### config.mk
export PLATFORM = sky130hd
export DESIGN_NAME = pingpong_bank_writer
export DESIGN_NICKNAME = d
export VERILOG_FILES = /design/src/rtl/pingpong_pkg.sv /design/src/rtl/bank_owner_tracker.sv /design/src/rtl/pingpong_bank_writer.sv
export SDC_FILE = /design/constraint.sdc
export NUM_CORES = 1
export LEC_CHECK = 0
export CAP_MARGIN = 20
export CORE_ASPECT_RATIO = 1.5
export CORE_MARGIN = 10
export CORE_UTILIZATION = 25
export CTS_CLUSTER_SIZE = 16
export DETAILED_ROUTE_END_ITERATION = 6
export PLACE_DENSITY = 0.55
export SLEW_MARGIN = 40
export SYNTH_ARGS = -nofsm -noshare
export SYNTH_HDL_FRONTEND = slang
export SYNTH_HIERARCHICAL = 1
export SYNTH_SLANG_ARGS = --single-unit
### constraint.sdc
create_clock -name clk -period 3.3 [get_ports clk]
set_input_delay 0.33 -clock clk [delete_from_list [all_inputs] [get_ports clk]]
set_output_delay 0.33 -clock clk [all_outputs]
set_load 0.005 [all_outputs]
### src/rtl/pingpong_pkg.sv
// Shared constants and types for the ping-pong bank writer.
package pingpong_pkg;
  localparam int DATA_W = 8;
  localparam int ADDR_W = 5;
  localparam int DEPTH  = 1 << ADDR_W;

  localparam logic BANK0 = 1'b0;
  localparam logic BANK1 = 1'b1;

  typedef enum logic {
    FILL      = 1'b0,
    WAIT_FREE = 1'b1
  } state_e;
endpackage

### src/rtl/bank_owner_tracker.sv
// Tracks which banks the reader owns: commits from the writer set a bank,
// reader releases clear it. A release of a bank the reader does not own is
// ignored and flagged in a sticky error bit.
module bank_owner_tracker
  import pingpong_pkg::*;
(
  input  logic       clk,
  input  logic       reset,
  input  logic       commit_pend,
  input  logic       commit_id,
  input  logic [1:0] rd_release,
  output logic [1:0] bank_ready,
  output logic [1:0] bank_ready_next,
  output logic       release_err
);

  logic [1:0] bank_ready_q, bank_ready_d;
  logic       release_err_q, release_err_d;

  // Next ownership: each release bit acts on its own bank; a pending commit
  // always targets the other bank than any legal release, so both apply.
  always_comb begin
    bank_ready_d  = bank_ready_q;
    release_err_d = release_err_q;
    for (int i = 0; i < 2; i++) begin
      if (rd_release[i]) begin
        if (bank_ready_q[i]) bank_ready_d[i] = 1'b0;
        else                 release_err_d   = 1'b1;
      end
    end
    if (commit_pend) bank_ready_d[commit_id] = 1'b1;
  end

  // Ownership and error registers.
  always_ff @(posedge clk or posedge reset) begin
    if (reset) begin
      bank_ready_q  <= 2'b00;
      release_err_q <= 1'b0;
    end else begin
      bank_ready_q  <= bank_ready_d;
      release_err_q <= release_err_d;
    end
  end

  assign bank_ready      = bank_ready_q;
  assign bank_ready_next = bank_ready_d;
  assign release_err     = release_err_q;

endmodule

### src/rtl/pingpong_bank_writer.sv
// Write-side front end for the ping-pong frame RAMs.
// Handshake: a word transfers on a rising edge where in_valid and in_ready
// are both high; in_ready depends on registers only, and in_data/in_last are
// ignored whenever in_valid is low.
module pingpong_bank_writer
  import pingpong_pkg::*;
(
  input  logic              clk,
  input  logic              reset,
  input  logic              in_valid,
  input  logic [DATA_W-1:0] in_data,
  input  logic              in_last,
  output logic              in_ready,
  output logic [1:0]        wr_en,
  output logic [ADDR_W-1:0] wr_addr,
  output logic [DATA_W-1:0] wr_data,
  output logic [1:0]        bank_ready,
  output logic [ADDR_W:0]   bank_len0,
  output logic [ADDR_W:0]   bank_len1,
  input  logic [1:0]        rd_release,
  output logic              fill_bank,
  output logic              release_err,
  output state_e            state_dbg
);

  state_e            state_q, state_d;
  logic              fill_bank_q, fill_bank_d;
  logic [ADDR_W-1:0] count_q, count_d;
  logic [1:0]        wr_en_q, wr_en_d;
  logic [ADDR_W-1:0] wr_addr_q, wr_addr_d;
  logic [DATA_W-1:0] wr_data_q, wr_data_d;
  logic [ADDR_W:0]   len0_q, len0_d;
  logic [ADDR_W:0]   len1_q, len1_d;
  logic              commit_pend_q, commit_pend_d;
  logic              commit_id_q, commit_id_d;

  logic [1:0] ready_now, ready_next;
  logic       accept, at_end, close;

  bank_owner_tracker u_tracker (
    .clk            (clk),
    .reset          (reset),
    .commit_pend    (commit_pend_q),
    .commit_id      (commit_id_q),
    .rd_release     (rd_release),
    .bank_ready     (ready_now),
    .bank_ready_next(ready_next),
    .release_err    (release_err)
  );

  assign in_ready = (state_q == FILL) && !ready_now[fill_bank_q];
  assign accept   = in_valid && in_ready;
  assign at_end   = (count_q == ADDR_W'(DEPTH - 1));
  // A last word landing on the final address is a single close.
  assign close    = accept && (in_last || at_end);

  // Write pipeline, address counter, bank close and fill-state decisions.
  always_comb begin
    state_d       = state_q;
    fill_bank_d   = fill_bank_q;
    count_d       = count_q;
    wr_en_d       = 2'b00;
    wr_addr_d     = wr_addr_q;
    wr_data_d     = wr_data_q;
    len0_d        = len0_q;
    len1_d        = len1_q;
    commit_pend_d = 1'b0;
    commit_id_d   = commit_id_q;

    if (accept) begin
      wr_en_d[fill_bank_q] = 1'b1;
      wr_addr_d            = count_q;
      wr_data_d            = in_data;
      count_d              = count_q + ADDR_W'(1);
    end

    if (close) begin
      if (fill_bank_q == BANK0) len0_d = {1'b0, count_q} + (ADDR_W + 1)'(1);
      else                      len1_d = {1'b0, count_q} + (ADDR_W + 1)'(1);
      commit_pend_d = 1'b1;
      commit_id_d   = fill_bank_q;
      fill_bank_d   = ~fill_bank_q;
      count_d       = '0;
    end

    // Stall only if the next bank is still owned after this edge, so a
    // release arriving together with the switch costs no cycle.
    case (state_q)
      FILL:      if (close && ready_next[~fill_bank_q]) state_d = WAIT_FREE;
      WAIT_FREE: if (!ready_next[fill_bank_q])          state_d = FILL;
      default:   state_d = FILL;
    endcase
  end

  // All writer state; reset drops any partial bank immediately.
  always_ff @(posedge clk or posedge reset) begin
    if (reset) begin
      state_q       <= FILL;
      fill_bank_q   <= BANK0;
      count_q       <= '0;
      wr_en_q       <= 2'b00;
      wr_addr_q     <= '0;
      wr_data_q     <= '0;
      len0_q        <= '0;
      len1_q        <= '0;
      commit_pend_q <= 1'b0;
      commit_id_q   <= BANK0;
    end else begin
      state_q       <= state_d;
      fill_bank_q   <= fill_bank_d;
      count_q       <= count_d;
      wr_en_q       <= wr_en_d;
      wr_addr_q     <= wr_addr_d;
      wr_data_q     <= wr_data_d;
      len0_q        <= len0_d;
      len1_q        <= len1_d;
      commit_pend_q <= commit_pend_d;
      commit_id_q   <= commit_id_d;
    end
  end

  assign wr_en      = wr_en_q;
  assign wr_addr    = wr_addr_q;
  assign wr_data    = wr_data_q;
  assign bank_ready = ready_now;
  assign bank_len0  = len0_q;
  assign bank_len1  = len1_q;
  assign fill_bank  = fill_bank_q;
  assign state_dbg  = state_q;

endmodule
==> impl_results.md <==
- Outcome: finished clean
- Terminus of the critical flop-to-flop path: bank_len1[2]
- Worst slew margin relative to its limit: 52.90%
- Cts repair resizes: 0
- Count of buffers from port buffering: between 40 and 50
- Clock insertion delay at the later pin of the skew report: slightly below 0.3 ns
- Detailed placement HPWL: roughly 3000 um
- Number of iterations in the first detailed-routing pass: 4
- Sequential element share of the synthesized area: 59.54%
- Fill count: around 670
- Pre-CTS setup slack: 0.9629 ns
- Aggregate global routing overflow: 0
- Launching element of the worst setup path: count_q[0]
- Final setup vio count: 0
- Fraction of layout instances using a drive strength above 1: a little over a fifth
- Share of the cycle needed by the critical path after routing: between 60% and 70%
- Cts bufs inserted: 5
- Routed len/inst: 15.73 um
- Setup crit end kind: flop
- Buffers inserted by post-CTS timing repair: 0
- GRT Util Overall: 8.026%
- Unrepaired setup endpoints after global routing: false
- Leading cell types by total area after synthesis: sky130_fd_sc_hd__dfrtp_1 (60%), sky130_fd_sc_hd__mux2_2 (15%), sky130_fd_sc_hd__o21ai_0 (3.1%), sky130_fd_sc_hd__inv_1 (2.1%), sky130_fd_sc_hd__ha_1 (1.5%)
- Quantity of hold-fixing buffers added after cts: 0
- Initial detailed-routing violation count: 89
- Minimum clock period: about 2.3 ns
- Pwr/cell area: 789.8 nW/um^2
- Maximum number of pins on one net before global-route repair: 23
- Height of the die: 119.2 um
- Row cnt: 36
- Static leakage power: between 0.001 and 0.0015 uW
- Final weighted congestion in routability-driven placement: approximately 0.78
- Setup WS post-layout: 1.019 ns
- Antenna Cells: 0
- Initial antenna violation count: 0
- Final routed wirelength across all metal layers: between 3000 and 4000 um
- Htree depth: 2
- Post-synthesis instance area: roughly 1600 um^2
- CTS Buffer Depth: 2
- Syn Nets: around 140
- Area growth from synthesis to layout: 40.08%
- Worst supply voltage drop on vdd: 0.2562 mV
- Worst Setup Start Kind: flop
- Cell type contributing the most total cell area after synthesis: sky130_fd_sc_hd__dfrtp_1
- Share of the synthesized area in the top cell type: about three fifths
- Die area: a little over 10000 um^2
- CTS clock-pin slew for the worst setup and hold paths: approximately 0.07 ns
- # nets final: 191
- Maximum net fanout on the critical path: 8
- Path category of the worst min-delay check: in2async
- Post-synthesis cell count: about 130
- Vias in the first global route: between 1000 and 1500
- Number of placed I/O pins: 47
- Hold Violations, Final: 0
- Core Box Area: around 6400 um^2
- Worst r2r src: count_q[0]
- Number of distinct library cells after synthesis: 31
- Horizontal die dimension: around 86 um
- Worst reg-to-reg setup slack: around 1 ns
- Number of sinks handled by clock tree synthesis: 39
- Wire length of the first global-routing pass: about 6500 um
- Warning count from the yosys run: 6
- Critical path class: reg2reg
- Pins Over Slew Limit: 0
- Starting utilization of the core area: around a quarter
- Clk Tree Root Cell: sky130_fd_sc_hd__clkbuf_8
- Worst-case clock skew: 0.005336 ns
- Critical path endpoint: bank_len1[2]
- Register bit count reported by yosys: 39
- TritonCTS clock tree: yes
- Data arrival at the endpoint of the critical path: 2.46 ns
- Max-cap violation count: 0
- Routed Antenna Nets: 0
- Maximum achievable frequency: 438.3 MHz
- Worst EP required: approximately 3.5 ns
- Via density: approximately 4.6
- R2R cell count: 6
- Sum Neg Setup Slack: 0 ns
- Transition at the pin with the smallest max-transition slack: 0.7047 ns
- Avg Inst Size Synth: ~13 um^2
- Number of vias after detailed routing: ~1200
- Number of DRC violations after detailed routing: 0
## layout make-up
type	count	area, um^2	share of cell area, %
Sequential cell	39	975.9	42.51
Timing Repair Buffer	47	467.9	20.38
Clock buffer	6	82.58	3.597
Inverter	9	33.78	1.471
Tap cell	76	95.09	4.142
Clock inverter	2	35.03	1.526
Multi-Input combinational cell	73	605.6	26.38
## flip-flops by register name, summed over array words and instances (netlist names)
signal,count
wr_data,8
bank_len0,6
bank_len1,6
count_q,5
wr_addr,5
u_tracker/bank_ready,2
wr_en,2
commit_id_q,1
commit_pend_q,1
fill_bank,1
state_dbg,1
u_tracker/release_err,1
## worst min path at each step
stage	start	end	slack [ns]
6_report	reset	u_tracker/release_err	0.24
3_3_place_gp	u_tracker/release_err	u_tracker/release_err	0.48
2_1_floorplan	reset	u_tracker/bank_ready[0]	0.08
3_5_place_dp	u_tracker/release_err	u_tracker/release_err	0.49
4_1_cts	reset	u_tracker/release_err	0.24
5_1_grt	reset	u_tracker/bank_ready[1]	0.26
## synthesized netlist by cell type (all sizes together)
| master | instances |
|---|---|
| a22o | 1 |
| a21oi | 1 |
| inv | 9 |
| nand2 | 5 |
| o31ai | 1 |
| nand4 | 4 |
| clkbuf | 1 |
| ha | 2 |
| buf | 3 |
| mux2i | 3 |
| mux2 | 23 |
| nor3 | 2 |
| or2 | 1 |
| nor2b | 1 |
| a21bo | 1 |
| a221o | 1 |
| nand2b | 2 |
| nor2 | 4 |
| o21ai | 10 |
| xnor2 | 2 |
| dfrtp | 39 |
| a32oi | 1 |
| nand3 | 3 |
| o22ai | 1 |
| and3 | 2 |
| xor2 | 1 |
| nor4 | 1 |
## cell families after synthesis
group / count (synthesis) / synth area share [%]
DFF: 39 / 59.54
muxes: 26 / 18.63
and+or+nand+nor: 25 / 8.702
AOI/OAI and AO/OA: 17 / 6.489
buffers and inverters: 13 / 3.511
xor gates and xnor gates: 3 / 1.603
adders and majority gates: 2 / 1.526
## cell usage in the layout, fill, tap and decap left out, drive strengths merged
cell | netlist | final
nor4 | 1 | 1
buf | 3 | 1
xnor2 | 2 | 2
o22ai | 1 | 1
nor2b | 1 | 1
bufinv | 0 | 1
mux2 | 23 | 23
a22o | 1 | 1
o21ai | 10 | 10
clkdlybuf4s50 | 0 | 46
nand3 | 3 | 3
nand4 | 4 | 4
nor2 | 4 | 4
a32oi | 1 | 1
mux2i | 3 | 3
ha | 2 | 2
dfrtp | 39 | 39
clkbuf | 1 | 6
clkinv | 0 | 1
a221o | 1 | 1
nor3 | 2 | 2
o31ai | 1 | 1
xor2 | 1 | 1
a21oi | 1 | 1
inv | 9 | 9
and3 | 2 | 2
nand2b | 2 | 2
nand2 | 5 | 5
or2 | 1 | 1
a21bo | 1 | 1
## worst max-delay path, cell delays in order (launching register included)
cell	delay, ns
sky130_fd_sc_hd__dfrtp_1	0.46
sky130_fd_sc_hd__ha_1	0.29
sky130_fd_sc_hd__and3_1	0.20
sky130_fd_sc_hd__ha_1	0.20
sky130_fd_sc_hd__or2_2	0.34
sky130_fd_sc_hd__nand4_1	0.30
sky130_fd_sc_hd__mux2_2	0.38
## metrics by stage
stage | instance area (um^2) | util (%) | hold WS [ns] | instances | power (uW)
after floorplan | 1639 | - | 0.08364 | 125 | 1061
after global placement | 2178 | 33.82 | 0.4784 | 244 | 1426
after detailed placement | 2178 | 33.82 | 0.4852 | 244 | 1432
after CTS | 2296 | 35.64 | 0.2355 | 252 | 1853
after global routing | 2296 | 35.64 | 0.2574 | 252 | 1940
final | 2296 | 35.64 | 0.2420 | 252 | 1813
## where the power goes
group          total (uW)  internal, uW  switching (uW)
Clock                 410           245             165
Combinational         653           407             245
Sequential            751           625             126
Total                1810          1280             537
## metal layers
metal  wire length [um]  vias up  track usage, %
met1               1417      589           8.203
met5                  0        -               0
met2               2168       27           13.39
li1                   -      538               -
met3                267        7           2.797
met4                110        0           5.269
Power figures use the tool's default switching activity.
